File: config.mk
export PLATFORM = sky130hd
export DESIGN_NAME = load_store_unit
export DESIGN_NICKNAME = d
export VERILOG_FILES = /design/src/rtl/load_store_unit_pkg.sv /design/src/rtl/load_store_unit_lane_align.sv /design/src/rtl/load_store_unit.sv
export SDC_FILE = /design/constraint.sdc
export NUM_CORES = 1
export LEC_CHECK = 0
export ABC_CLOCK_PERIOD_IN_PS = 6400
export CORE_ASPECT_RATIO = 1.25
export CORE_MARGIN = 3
export CORE_UTILIZATION = 50
export DETAILED_ROUTE_END_ITERATION = 8
export PLACE_DENSITY = 0.89
export SYNTH_ARGS = -nofsm -noshare
export SYNTH_HDL_FRONTEND = slang
export SYNTH_HIERARCHICAL = 1
export SYNTH_SLANG_ARGS = --single-unit
File: constraint.sdc
create_clock -name i_clk -period 6.4 [get_ports i_clk]
set_input_delay 1.28 -clock i_clk [delete_from_list [all_inputs] [get_ports i_clk]]
set_output_delay 1.28 -clock i_clk [all_outputs]
set_load 0.01 [all_outputs]
File: src/rtl/load_store_unit_pkg.sv
// Shared ISA constants for the load/store unit: register width, address space,
// access-size and FSM state encodings.
package load_store_unit_pkg;

  localparam int unsigned REG_SIZE        = 32;
  localparam int unsigned ADDRESS_SPACE_W = 32;

  typedef enum logic [1:0] {
    SzByte    = 2'b00,
    SzHalf    = 2'b01,
    SzWord    = 2'b10,
    SzIllegal = 2'b11
  } access_size_e;

  typedef enum logic [2:0] {
    StIdle,
    StRdReq,
    StRdData,
    StWr,
    StResp
  } lsu_state_e;

endpackage

File: src/rtl/load_store_unit_lane_align.sv
// lsu_lane_align: combinational little-endian lane extraction with sign/zero extension
// for loads, and lane merge of store data into a read word for read-modify-write.
module lsu_lane_align
  import load_store_unit_pkg::*;
(
  input  logic [REG_SIZE-1:0] i_word,
  input  logic [REG_SIZE-1:0] i_wdata,
  input  logic [1:0]          i_size,
  input  logic [1:0]          i_lane,
  input  logic                i_unsigned,
  output logic [REG_SIZE-1:0] o_load,
  output logic [REG_SIZE-1:0] o_merge
);

  logic [7:0]  w_byte;
  logic [15:0] w_half;

  always_comb begin
    w_byte  = i_word[{i_lane, 3'b000} +: 8];
    w_half  = i_word[{i_lane[1], 4'b0000} +: 16];
    o_load  = i_word;
    o_merge = i_wdata;
    case (i_size)
      SzByte: begin
        o_load = i_unsigned ? {{(REG_SIZE-8){1'b0}}, w_byte}
                            : {{(REG_SIZE-8){w_byte[7]}}, w_byte};
        o_merge = i_word;
        o_merge[{i_lane, 3'b000} +: 8] = i_wdata[7:0];
      end
      SzHalf: begin
        o_load = i_unsigned ? {{(REG_SIZE-16){1'b0}}, w_half}
                            : {{(REG_SIZE-16){w_half[15]}}, w_half};
        o_merge = i_word;
        o_merge[{i_lane[1], 4'b0000} +: 16] = i_wdata[15:0];
      end
      default: ;
    endcase
  end

endmodule

File: src/rtl/load_store_unit.sv
// Multi-cycle load/store unit bridging a pipeline request to a single-port word memory.
// Byte/half accesses (read-modify-write stores) are built only with LSU_SUBWORD_EN defined.
module load_store_unit
  import load_store_unit_pkg::*;
#(
  parameter int unsigned ADDR_W = REG_SIZE
) (
  input  logic                i_clk,
  input  logic                i_rst,
  input  logic                i_req_valid,
  output logic                o_req_ready,
  input  logic                i_req_we,
  input  logic [1:0]          i_req_size,
  input  logic                i_req_unsigned,
  input  logic [ADDR_W-1:0]   i_req_addr,
  input  logic [REG_SIZE-1:0] i_req_wdata,
  output logic                o_resp_valid,
  output logic [REG_SIZE-1:0] o_resp_rdata,
  output logic                o_resp_err,
  output logic                o_mem_en,
  output logic                o_mem_rw,
  output logic [REG_SIZE-1:0] o_mem_addr,
  output logic [REG_SIZE-1:0] o_mem_wdata,
  input  logic [REG_SIZE-1:0] i_mem_rdata
);

  lsu_state_e          r_state, w_state_next;
  logic                r_we, r_unsigned, r_err;
  logic [1:0]          r_size;
  logic [ADDR_W-1:0]   r_addr;
  logic [REG_SIZE-1:0] r_wdata, r_word;
  logic                w_accept, w_req_err;
  logic [REG_SIZE-1:0] w_load, w_merge;

  assign w_accept = i_req_valid && (r_state == StIdle);

  always_comb begin
`ifdef LSU_SUBWORD_EN
    case (i_req_size)
      SzByte:  w_req_err = 1'b0;
      SzHalf:  w_req_err = i_req_addr[0];
      SzWord:  w_req_err = |i_req_addr[1:0];
      default: w_req_err = 1'b1;
    endcase
`else
    w_req_err = (i_req_size != SzWord) || (|i_req_addr[1:0]);
`endif
  end

  always_comb begin
    w_state_next = r_state;
    unique case (r_state)
      StIdle: begin
        if (i_req_valid) begin
          if (w_req_err) begin
            w_state_next = StResp;
          end else if (i_req_we && (i_req_size == SzWord)) begin
            w_state_next = StWr;
          end else begin
            w_state_next = StRdReq;
          end
        end
      end
      StRdReq:  w_state_next = StRdData;
`ifdef LSU_SUBWORD_EN
      StRdData: w_state_next = r_we ? StWr : StResp;
`else
      StRdData: w_state_next = StResp;
`endif
      StWr:     w_state_next = StResp;
      StResp:   w_state_next = StIdle;
      default:  w_state_next = StIdle;
    endcase
  end

  always_ff @(posedge i_clk) begin
    if (i_rst) begin
      r_state    <= StIdle;
      r_we       <= 1'b0;
      r_unsigned <= 1'b0;
      r_err      <= 1'b0;
      r_size     <= 2'b00;
      r_addr     <= '0;
      r_wdata    <= '0;
      r_word     <= '0;
    end else begin
      r_state <= w_state_next;
      if (w_accept) begin
        r_we       <= i_req_we;
        r_unsigned <= i_req_unsigned;
        r_err      <= w_req_err;
        r_size     <= i_req_size;
        r_addr     <= i_req_addr;
        r_wdata    <= i_req_wdata;
      end
      if (r_state == StRdData) begin
        r_word <= i_mem_rdata;
      end
    end
  end

  lsu_lane_align u_lane_align (
    .i_word     (r_word),
    .i_wdata    (r_wdata),
    .i_size     (r_size),
    .i_lane     (r_addr[1:0]),
    .i_unsigned (r_unsigned),
    .o_load     (w_load),
    .o_merge    (w_merge)
  );

  // Moore outputs; reset gates the enable so no write can slip out before the state clears.
  always_comb begin
    o_req_ready  = (r_state == StIdle);
    o_resp_valid = (r_state == StResp);
    o_resp_err   = (r_state == StResp) && r_err;
    o_resp_rdata = '0;
    if ((r_state == StResp) && !r_we && !r_err) begin
      o_resp_rdata = w_load;
    end
    o_mem_en    = !i_rst && ((r_state == StRdReq) || (r_state == StWr));
    o_mem_rw    = (r_state == StWr);
    o_mem_addr  = REG_SIZE'(r_addr >> 2);
    o_mem_wdata = (r_state == StWr) ? w_merge : '0;
  end

endmodule

==> Implementation_results.wiki <==
{| class="wikitable"
! Metric !! Value
|-
| Most used cells in the layout excluding fill and tap cells || nand2_1, clkdlybuf4s50_1, a21oi_1
|-
| Area of the mapped netlist || 6050 um2
|-
| Total length of routed wires || 19.0 mm
|-
| Sequential fraction of the synthesis area || 34.4%
|-
| Total Neg Setup Slack || 0 ps
|-
| # H-tree levels || 3
|-
| Transition at the pin with the smallest max-transition slack || 1080 ps
|-
| Number of buffers added to fix hold violations after cts || 0
|-
| Crit path required time || 5120 ps
|-
| HP Start || r_addr[24]$_SDFFE_PP0P_
|-
| Type of destination of the critical path || output port
|-
| Clock sink count || 104
|-
| Initial core utilization || 51.6%
|-
| Library cell with the largest summed area after synthesis || dfxtp_1
|-
| R2R Path End || r_err$_SDFFE_PP0P_
|-
| Routed wirelength normalized by instance count || 17.1 um
|-
| Shortest period the worst path allows || 4610 ps
|-
| Class of the most critical hold timing path || flip-flop to flip-flop
|-
| Slowest stage cell on the critical path || dfxtp_1
|-
| Avg Inst Size Synth || 7.30 um2
|-
| Static Leak || 2.86 nW
|-
| Unrepaired setup endpoints after global routing || false
|-
| Overall power of the completed layout || 1.51 mW
|-
| Sort of element at the start of the critical path || flip-flop
|-
| FFs w/ async S/R, synth || 0%
|-
| Vias in the first global route || 5,846
|-
| Number of routed nets with antenna violations || 0
|-
| Vias after detailed routing || 6,261
|-
| Startpoint of the worst register-to-register path || r_state[2]$_SDFFE_PP0P_
|-
| Layout cell share with drive strength beyond 1 || 5.87%
|-
| Max Freq || 217 MHz
|-
| Portion of the clock cycle consumed by the worst path in the final layout || 72.0%
|-
| All-Layer GR Usage || 27.2%
|-
| TritonRoute pass-1 iters || 6
|-
| Standard cell core area || 11,700 um2
|-
| Critical path's largest stage delay || 750 ps
|-
| Placer's final routability congestion estimate || 0.968
|-
| CP Data Arrival Time || 3330 ps
|-
| Largest net degree at the start of global routing || 105
|-
| Stages on the worst setup path || 8
|-
| Yosys warning total || 6
|-
| Highest fanout seen on the critical path || 21
|-
| WHS Path Cells || 2
|-
| Clock tree from TritonCTS || yes
|-
| Final worst clock skew || 5.37 ps
|-
| Post-synthesis to final-layout area growth || 32.9%
|-
| Buffer count from post-CTS setup fixing || 0
|-
| Worst vdd rail ir drop || 0.169 mV
|-
| FF+latch count, synth || 104
|-
| Most area-consuming cells after synthesis || dfxtp_1, nand2_1, a21oi_1
|-
| Leading cell type in the layout, fill and taps excluded || nand2_1
|-
| Area of the die || 13,500 um2
|-
| Initial DRC Count || 513
|-
| Count of flip-flops with a built-in enable after synthesis || 0
|-
| Antenna violations before repair || 0
|-
| # resized after CTS || 0
|-
| Die span in y || 129 um
|-
| Final hold vios || 0
|-
| Worst setup slack for register-to-register paths || 4080 ps
|-
| Row count || 44
|-
| Number of fillers in the final layout || 942
|-
| CTS max path bufs || 2
|-
| Detailed placement HPWL || 13.6 mm
|-
| Number of clock buffers inserted by TritonCTS || 9
|-
| Critical path type || flip-flop to output port
|-
| Average via count per standard cell || 5.62
|-
| Setup violators final || 0
|-
| Terminating pin of the worst hold path || r_addr[24]$_SDFFE_PP0P_
|-
| Area share of the largest cell type after synthesis || 34.4%
|-
| Critical path's top delay family || buffers and inverters
|-
| First-pass GRT wire length || 29.5 mm
|-
| Chain of cells forming the critical path || inv_2, ha_1, nor2_1, and4_1, a22oi_1, o221ai_1, and2_1, clkdlybuf4s50_1
|-
| Number of maximum-capacitance violations || 0
|-
| Port Buf Inserts || 201
|-
| Clock slew at the register clock pins of the worst setup and hold paths || 70 ps
|-
| Final global-route overflow total || 0
|-
| Tightest slew margin relative to the limit || 27.7%
|-
| Number of buffer and inverter instances along the worst setup path || 2
|-
| I/O pins || 204
|-
| Clk root buf || clkbuf_16
|-
| Number of standard cells after synthesis || 829
|-
| Worst-case reg-to-reg path depth || 4
|-
| Die width || 104 um
|-
| # diodes || 0
|-
| Remaining design rule violation count || 0
|-
| Status || finished, final reports clean
|-
| Fin nets || 1,057
|-
| Synth unique cells || 52
|-
| Final Max Tran Viols || 0
|-
| Most used DFF post-synth || dfxtp_1
|-
| Power Dens Cells || 188 nW/um2
|-
| Clock latency at the later pin of the worst-skew pair || 350 ps
|}
per-layer routing:
layer  part of all wire (%)  track usage (%)
met4                    5.4             14.8
met2                     49             46.2
met5                      0                0
met1                     36             31.4
met3                    9.6             7.23
synth_stat cells, drive strengths merged, types with 6 or more instances:
master,number
a222oi,8
a22oi,8
and2,65
nand2,264
a22o,17
a21oi,138
dfxtp,104
a211o,6
nor2,8
nand2b,8
mux2,7
mux2i,11
o221ai,7
o21ai,11
a221oi,6
a2bb2oi,6
buf,59
inv,9
clkbuf,41
state kept, by name, summed over array words and instances, names as in the netlist:
| register | count |
|---|---|
| r_state | 3 |
| r_err | 1 |
| r_addr | 32 |
| r_wdata | 32 |
| r_unsigned | 1 |
| r_we | 1 |
| r_word | 32 |
| r_size | 2 |
cells by family (layout without fill, tap and decap cells):
family | count (synthesis) | count (layout) | share of synthesized area (%)
buf+inv | 110 | 234 | 10.2
flops | 104 | 104 | 34.4
compound gates | 221 | 221 | 23.4
other cells | 1 | 2 | 0.0620
fa+ha+maj | 5 | 5 | 1.03
mux | 18 | 18 | 3.12
simple gates | 370 | 370 | 27.8
final cells by class:
cell class / count / area [um2] / area share [%]
inverters: 10 / 37.5 / 0.467
multi-input cells: 616 / 3370 / 41.9
clock inverters: 7 / 63.8 / 0.794
well taps: 161 / 201 / 2.51
clock buffers: 9 / 225 / 2.80
repair buffers: 208 / 2060 / 25.6
flip-flops and latches: 104 / 2080 / 25.9
through the flow:
stage / setup slack (ps) / instance area (um2) / cells / util (%) / hold WS, ps
finish: 1790 / 8040 / 1115 / 68.5 / 456
global route: 1650 / 8040 / 1115 / 68.5 / 472
CTS: 1910 / 8040 / 1115 / 68.5 / 457
detailed placement: 2290 / 7750 / 1099 / 66.1 / 446
global placement: 2330 / 7750 / 1099 / 66.1 / 440
floorplan: 3120 / 6050 / 830 / - / 431
worst max-delay path by stage:
| stage | to | from |
|---|---|---|
| after global routing | o_mem_wdata[1] | r_size[1]$_SDFFE_PP0P_ |
| after floorplan | o_mem_wdata[11] | r_addr[1]$_SDFFE_PP0P_ |
| after global placement | o_mem_wdata[20] | r_addr[1]$_SDFFE_PP0P_ |
| final | o_mem_wdata[23] | r_addr[1]$_SDFFE_PP0P_ |
| after detailed placement | o_mem_wdata[6] | r_size[1]$_SDFFE_PP0P_ |
| after CTS | o_mem_wdata[20] | r_addr[1]$_SDFFE_PP0P_ |
tightest hold or removal path: stages, from the launching register on:
cell	delay [ps]
dfxtp_1	310
nand2_1	50
a21oi_1	50
where the power goes:
part / switching [mW] / internal [mW] / total (mW) / leakage (nW)
logic: 0.125 / 0.128 / 0.254 / 1.87
clock network: 0.274 / 0.273 / 0.546 / 0.136
registers: 0.0348 / 0.675 / 0.710 / 0.850
total: 0.434 / 1.08 / 1.51 / 2.86
Power figures use the tool's default switching activity.
